File: src/rtl/ahb_sram_responder.sv
// AHB-Lite SRAM responder: word-addressed storage with configurable wait states,
// two-cycle ERROR responses for bad addresses and broken INCR bursts.
module ahb_sram_responder #(
    parameter int          DEPTH       = 64,
    parameter int          WAIT_STATES = 1,
    parameter logic [31:0] BASE_ADDR   = 32'h0000_0000
) (
    input  logic        clk,
    input  logic        rst,
    input  logic        HSel,
    input  logic        HReady,
    input  logic [31:0] HAddr,
    input  logic [1:0]  HTrans,
    input  logic        HWrite,
    input  logic [31:0] HWData,
    output logic [31:0] HRData,
    output logic        HReadyOut,
    output logic [1:0]  HResp,
    output logic [1:0]  dbg_state
);
    localparam int         IDX_W   = $clog2(DEPTH);
    localparam logic [3:0] WS_LOAD = 4'(WAIT_STATES);

    typedef enum logic [1:0] {ST_IDLE, ST_WAIT, ST_ERR1, ST_ERR2} state_t;

    state_t             state, state_nx;
    logic [3:0]         cnt, cnt_nx;
    logic [31:0]        mem [DEPTH];
    logic               dp_valid, dp_write;
    logic [IDX_W-1:0]   dp_idx;
    logic               prev_valid;
    logic [31:0]        prev_addr;
    logic [31:0]        hr_data;

    logic [32:0]        acc_diff;
    logic [IDX_W-1:0]   acc_idx, rd_idx;
    logic               accept, acc_err, ok_acc, err_acc;
    logic               completing, wr_en, rd_load;
    logic [31:0]        rd_word;

    // Handshake: an address phase is taken only when HSel, HReady and our own
    // HReadyOut are all high with HTrans NONSEQ/SEQ; HReadyOut low stalls the bus.
    assign accept   = HSel && HReady && HReadyOut && HTrans[1];
    // Bit 32 is the borrow, i.e. HAddr below BASE_ADDR.
    assign acc_diff = {1'b0, HAddr} - {1'b0, BASE_ADDR};
    assign acc_idx  = acc_diff[IDX_W+1:2];
    assign acc_err  = (acc_diff[1:0] != 2'b00) || acc_diff[32] ||
                      (acc_diff[31:IDX_W+2] != '0) ||
                      (HTrans[0] && (!prev_valid || HAddr != prev_addr + 32'd4));
    assign ok_acc   = accept && !acc_err;
    assign err_acc  = accept && acc_err;

    // The completion cycle is an IDLE cycle with an OKAY transfer still pending.
    assign completing = (state == ST_IDLE) && dp_valid;
    assign wr_en      = completing && dp_write;

    assign HReadyOut = (state == ST_IDLE) || (state == ST_ERR2);
    assign HResp     = ((state == ST_ERR1) || (state == ST_ERR2)) ? 2'b01 : 2'b00;
    assign HRData    = hr_data;
    assign dbg_state = state;

    always_comb begin
        state_nx = state;
        cnt_nx   = cnt;
        case (state)
            ST_IDLE, ST_ERR2: begin
                if (err_acc) begin
                    state_nx = ST_ERR1;
                end else if (ok_acc && WAIT_STATES > 0) begin
                    state_nx = ST_WAIT;
                    cnt_nx   = WS_LOAD;
                end else begin
                    state_nx = ST_IDLE;
                end
            end
            ST_WAIT: begin
                cnt_nx = cnt - 4'd1;
                if (cnt <= 4'd1) state_nx = ST_IDLE;
            end
            ST_ERR1: state_nx = ST_ERR2;
            default: state_nx = ST_IDLE;
        endcase
    end

    // Read data is captured on the edge that opens the completion cycle; a write
    // committing on that same edge to the same word is forwarded.
    always_comb begin
        rd_load = (ok_acc && !HWrite && WAIT_STATES == 0) ||
                  ((state == ST_WAIT) && (cnt <= 4'd1) && !dp_write);
        rd_idx  = (state == ST_WAIT) ? dp_idx : acc_idx;
        rd_word = (wr_en && dp_idx == rd_idx) ? HWData : mem[rd_idx];
    end

    always_ff @(posedge clk or posedge rst) begin
        if (rst) begin
            state <= ST_IDLE;
            cnt   <= 4'd0;
        end else begin
            state <= state_nx;
            cnt   <= cnt_nx;
        end
    end

    always_ff @(posedge clk or posedge rst) begin
        if (rst) begin
            dp_valid   <= 1'b0;
            dp_write   <= 1'b0;
            dp_idx     <= '0;
            prev_valid <= 1'b0;
            prev_addr  <= 32'd0;
        end else if (accept) begin
            dp_valid   <= !acc_err;
            dp_write   <= HWrite;
            dp_idx     <= acc_idx;
            prev_valid <= 1'b1;
            prev_addr  <= HAddr;
        end else if (completing) begin
            dp_valid   <= 1'b0;
        end
    end

    always_ff @(posedge clk or posedge rst) begin
        if (rst) begin
            hr_data <= 32'd0;
        end else if (err_acc && !HWrite) begin
            hr_data <= 32'd0;
        end else if (rd_load) begin
            hr_data <= rd_word;
        end
    end

    // Storage is deliberately left out of reset.
    always_ff @(posedge clk) begin
        if (wr_en) mem[dp_idx] <= HWData;
    end
endmodule

File: config.mk
export PLATFORM = sky130hd
export DESIGN_NAME = ahb_sram_responder
export DESIGN_NICKNAME = d
export VERILOG_FILES = /design/src/rtl/ahb_sram_responder.sv
export SDC_FILE = /design/constraint.sdc
export NUM_CORES = 2
export LEC_CHECK = 0
export CAP_MARGIN = 30
export CORE_MARGIN = 5
export CORE_UTILIZATION = 53
export CTS_CLUSTER_DIAMETER = 30
export DETAILED_ROUTE_END_ITERATION = 10
export GPL_TIMING_DRIVEN = 0
export PLACE_DENSITY = 0.74
export RECOVER_POWER = 50
export SYNTH_ARGS = -nofsm -noshare
export SYNTH_HDL_FRONTEND = slang
export SYNTH_SLANG_ARGS = --single-unit
File: constraint.sdc
create_clock -name clk -period 3.9 [get_ports clk]
set_input_delay 0.39 -clock clk [delete_from_list [all_inputs] [get_ports clk]]
set_output_delay 0.39 -clock clk [all_outputs]
set_load 0.03 [all_outputs]
After elaboration in Yosys (flattened, before gate mapping)
Memories as Yosys holds them, arrays and structs flattened.
Index checks and enable logic that the tools add are counted.
{"block": "op_classes", "n_addsub": 2, "muxes": 16, "reduce_logical": 29, "n_eq_ne": 8, "order_cmp": 1}
{"operator": "32-bit two-way mux", "count": 3}
{"operator": "32-bit by 3-bit adder with 32-bit output, second input constant", "count": 1}
{"operator": "32-bit != test", "count": 1}
{"operator": "24-bit nonzero test", "count": 1}
{"operator": "1-bit logical AND", "count": 12}
{"operator": "4-bit two-way mux", "count": 2}
{"operator": "4-bit case mux with 2 select lines", "count": 1}
{"operator": "2-bit nonzero test", "count": 4}
{"operator": "6-bit equality test", "count": 1}
{"operator": "1-bit two-way mux", "count": 6}
{"operator": "6-bit two-way mux", "count": 1}
{"operator": "2-bit != test, second input constant", "count": 3}
{"operator": "2-bit case mux with 3 select lines", "count": 1}
{"operator": "1-bit logical OR", "count": 5}
{"operator": "2-bit equality test, second input constant", "count": 2}
{"operator": "4-bit by 1-bit <= comparator with 1-bit output, second input constant", "count": 1}
{"operator": "1-bit logical NOT", "count": 4}
{"operator": "2-bit two-way mux", "count": 2}
{"operator": "4-bit by 1-bit subtractor with 4-bit output, second input constant", "count": 1}
{"operator": "3-bit AND reduction", "count": 1}
{"operator": "2-bit by 1-bit equality test with 1-bit output, second input constant", "count": 1}
{"operator": "2-bit logical NOT", "count": 1}
{"operator": "2-bit OR reduction", "count": 1}
{"block": "totals", "reg_bits": 79, "input_bits": 71, "ram_bits": 2048, "n_memories": 1, "word_cells": 65, "out_inout_bits": 37}
{"memory": "mem", "words": 64, "word_bits": 32, "read_ports": 1, "rd_clocked_by_memory_dff": 0, "wr": 1, "line": "28", "source": "logic [31:0] mem [DEPTH];"}

Logic depth before layout (Yosys ltp)
{"block": "logic_depth", "word_depth": 10, "mapped_depth": 16, "mapped_depth_nobuf": 11}

Worst setup path after synthesis
No wires, ideal clock.
{"block": "synth_path", "kind": "flip-flop to flip-flop", "startpoint": "reg state[1], in the netlist dbg_state[1]", "endpoint": "reg hr_data[22], in the netlist HRData[22]", "synth_period_minus_slack_ns": 3.256, "setup_slack_ns": 0.644, "n_path_buf": 5, "path_stages_with_launch": 15, "t_arrival_ns": 3.136, "t_required_ns": 3.780, "setup_ns": 0.120, "path_cell_list": "dfrtp_1 inv_1 ha_1 buf_2 mux2_2 buf_2 buf_2 buf_2 buf_2 mux4_2 nand2_1 nand3_1 a31oi_1 a22oi_1 o211a_1"}
{"block": "synth_via", "elab_chain_cells": 7, "word_cells_on_any_way": 20, "cone_classes": "eq/ne: 3; mux: 4; reduce/logical: 12; memory: 1"}
{"element": "from (decl)", "line": "26", "source": "state_t state, state_nx;"}
{"element": "from (signal assigned)", "line": "99", "source": "state <= state_nx;"}
{"element": "branches (longest 7 deep; another with memory read 64 x 32 bit)"}
{"element": "to (signal assigned)", "line": "128", "source": "hr_data <= rd_word;"}
{"element": "to (decl)", "line": "33", "source": "logic [31:0] hr_data;"}
Several ways; the timed one is not identified. The select of a mux whose other input is x is not followed.
A chain may end at the register's enable or synchronous reset.

Final worst setup path
{"block": "layout_path", "startpoint": "reg state[1], in the netlist dbg_state[1]", "endpoint": "reg hr_data[19], in the netlist HRData[19]"}
Same word-level chain as after synthesis.

==> results.toml <==
[routing]
ant_nets = 0
wl_um = 255000
first_iter_violations = 7510
vias = 48559
drc = 0
firstDrtPassIters = 8
detail_route.wl_per_cell_um = 35.5
via_per_inst = 6.76

[worst_setup_path]
critical_path_class = "flip-flop to flip-flop"
arrival_ns = 4.83
reg2regPathDepth = 10
cp-startpoint = "dbg_state[1]$_DFFE_PP0P_"
critical_path.max_fanout = 10
critPathRequiredTime_ns = 4.67
reg2reg_slack_ns = -0.16
crit_path_start_kind = "flip-flop"
reg2reg_to = "HRData[19]$_DFFE_PP0P_"
endpoint_kind = "flip-flop"
timing.critical_path.to = "HRData[19]$_DFFE_PP0P_"
rr_startpoint = "dbg_state[1]$_DFFE_PP0P_"

[place]
dp_slack_ns = -1.49
hpwl_um = 145000
gp_congestion = 0.958
port_buffers = 106

[power_and_ir_drop]
p_leak_uw = 0.0341
intPower_uw = 48000
power_frac_comb_pct = 6.5
finalPower_uw = 62900
p_switching_uw = 14900
pwr-share-seq_pct = 40.5
sw_frac_of_total_pct = 23.6
power.density_nw_per_um2 = 610
clkPwrFrac_pct = 53.0
peakVddDrop_mv = 0.458

[clocking]
cts_tree = "yes"
cts-root-buf = "clkbuf_16"
insertion_delay_ns = 0.95
cts_made_buffers = 387
clock_sinks = 2121
clkTransAtPathRegs_ns = 0.05
htree_levels = 5
clockBufferDepth = 4

[die]
num_io_pins = 108
num_rows = 145
die_h_um = 405
dieWidth_um = 405
die-area_sq_um = 164000
core_region_area_sq_um = 156000
initial_core_util_pct = 53.1

[global_route]
grt-ovfl-total = 0
antenna_found_initial = 18
grtUsageTotal_pct = 30.3
grt_pass1_vias = 48926
grt_max_degree = 65
grt_pass1_wl_um = 352000

[sta]
fin_crit_sh_pct = 104
finClkSkew_ns = 0.0983
timing.fmax_mhz = 246
tightest_slew_ns = 4.03
slew_violations = 1960
hold_violations = 0
worst_slack_ns = -0.164
period_needed_ns = 4.06
setup_violations = 17
grt_setup_unrepaired = "yes"
slew_headroom_pct = -168

[min_path]
hold_path.class = "primary input to flip-flop"

[layout]
syn2layout_area_growth_pct = 24.6
fin_util_pct = 66.2
layout_commonest_cell = "edfxtp_1"
finalNetCount = 4893
layout_common_cells = "edfxtp_1, nand2_1, mux4_2, clkbuf_16, clkbuf_1"
drive_gt1_share_pct = 30.8

[logic_synthesis]
syn_nets = 4261
synth.distinct_cells = 64
avgSynthCellArea_sq_um = 19.8
async_flop_share_pct = 3.44
netlist_instances = 4183
synth_edf_count = 2048
yosysSeqAreaShare_pct = 76.5
ys_warn_count = 0
netlist_area_sq_um = 82700
synth-seq-cells = 2121
synth_flop_cell = "edfxtp_1"

[flow_run]
cap_violations = 52

[status]
failed_checks = "capacitance limit, slew limit, setup timing"
status = "finished with violations"
[critical path: stages, from the launching register on]
cell,delay (ns)
dfrtp_1,0.43
inv_1,0.10
ha_1,0.15
buf_4,0.22
mux2i_1,0.68
clkbuf_1,0.54
and2_1,0.22
buf_1,0.44
clkbuf_1,0.62
a22oi_1,0.29
o211a_1,0.21
[power by group through the flow]
stage               clock, uW  combinational, uW  sequential (uW)
floorplan                   0               1740            26000
global placement            0               3430            25900
detailed placement          0               3660            25900
CTS                     33200               3930            25400
global route            34600               4210            25500
finish                  33300               4080            25500
[metal layers]
layer  vias to the layer above  GRT usage [%]  share of wire [%]
met5                         -              0              0.022
met4                        10           19.9                8.4
met3                      1108           8.50                 12
met2                      4404           47.5                 47
met1                     24529           37.4                 32
li1                      18508              -                  -
[cell families after synthesis]
kind of cell	after synthesis	synth area share (%)
muxes	524	14.1
buffers and inverters	257	1.37
DFF	2121	76.5
xor gates and xnor gates	43	0.455
other	1	0.00453
AOI/OAI and AO/OA	234	2.21
adders and majority gates	7	0.106
and+or+nand+nor	996	5.25
[what timing repair did]
action / 4_1_cts / 5_1_grt
hold buffers: 13 / 1
setup endpoints to repair: 49 / 85
pin swaps: 4 / 6
gates resized for setup: 211 / 129
buffers inserted: 5 / 3
hold endpoints to repair: 212 / 4
[flip-flops by register name, indices dropped and copies added (netlist names), 2 cells and up]
| register | cells |
|---|---|
| mem | 2048 |
| dp_idx | 5 |
| cnt | 4 |
| prev_addr | 27 |
| HRData | 32 |
| dbg_state | 2 |
[area by class of cell]
| cell class | count | area [sq um] |
|---|---|---|
| sequential | 2121 | 63300 |
| multi-input combinational | 1805 | 19700 |
| clock inverter | 265 | 2900 |
| antenna | 10 | 25.0 |
| tap | 2058 | 2570 |
| clock buffer | 427 | 9950 |
| fill | 9358 | 52600 |
| buffer | 242 | 1490 |
| inverter | 12 | 46.3 |
| timing repair buffer | 246 | 3090 |
[worst min path at each step]
stage / start / endpoint / slack (ns) / cells after the start
CTS: HWData[21] / mem[36][21]$_DFFE_PP_ / 0.0008 / 1
detailed placement: prev_valid$_DFFE_PP0P_ / prev_valid$_DFFE_PP0P_ / 0.47 / 1
finish: HAddr[31] / prev_addr[31]$_DFFE_PP0P_ / 0.10 / 3
global route: HAddr[20] / prev_addr[20]$_DFFE_PP0P_ / 0.11 / 3
floorplan: prev_valid$_DFFE_PP0P_ / prev_valid$_DFFE_PP0P_ / 0.43 / 1
global placement: prev_valid$_DFFE_PP0P_ / prev_valid$_DFFE_PP0P_ / 0.47 / 1
[stage by stage]
stage / setup TNS [ns] / instance area, sq um / instances / hold slack [ns]
6_report: -1.21 / 103000 / 7186 / 0.102
5_1_grt: -0.428 / 103000 / 7177 / 0.105
4_1_cts: 0 / 103000 / 7164 / 0.000763
3_5_place_dp: -35.24 / 89100 / 6457 / 0.469
3_3_place_gp: -2301.82 / 86400 / 6347 / 0.470
2_1_floorplan: 0 / 82700 / 4183 / 0.434
[cell usage after synthesis, types with 3 or more instances]
master    count  share of area (%)
a311oi_1     67               0.71
nand3_1     149               0.90
ha_1          7               0.11
nor4_1       11              0.083
a21oi_1       4              0.024
o31ai_1       3              0.027
edfxtp_1   2048                 74
xor2_1       17               0.18
dfrtp_1      73                2.2
o211ai_1      3              0.027
nor3_1        6              0.036
buf_6         3              0.041
xnor2_1      26               0.28
nand3b_1      8              0.073
clkbuf_1    116               0.53
mux2i_1       9               0.11
mux4_2      510                 14
inv_1        12              0.054
mux2_2        5              0.068
nor2_1       76               0.34
o211a_1      31               0.38
nand2b_1      4              0.030
nand4_1      13              0.098
o21ai_0      11              0.067
nand2_1     634                2.9
buf_2       110               0.67
or4_1         4              0.036
a22oi_1      31               0.28
buf_1        14              0.064
and3_1       70               0.53
and4_1        3              0.032
a31oi_1      68               0.51
Note: power is estimated with default switching activity, not from simulation.
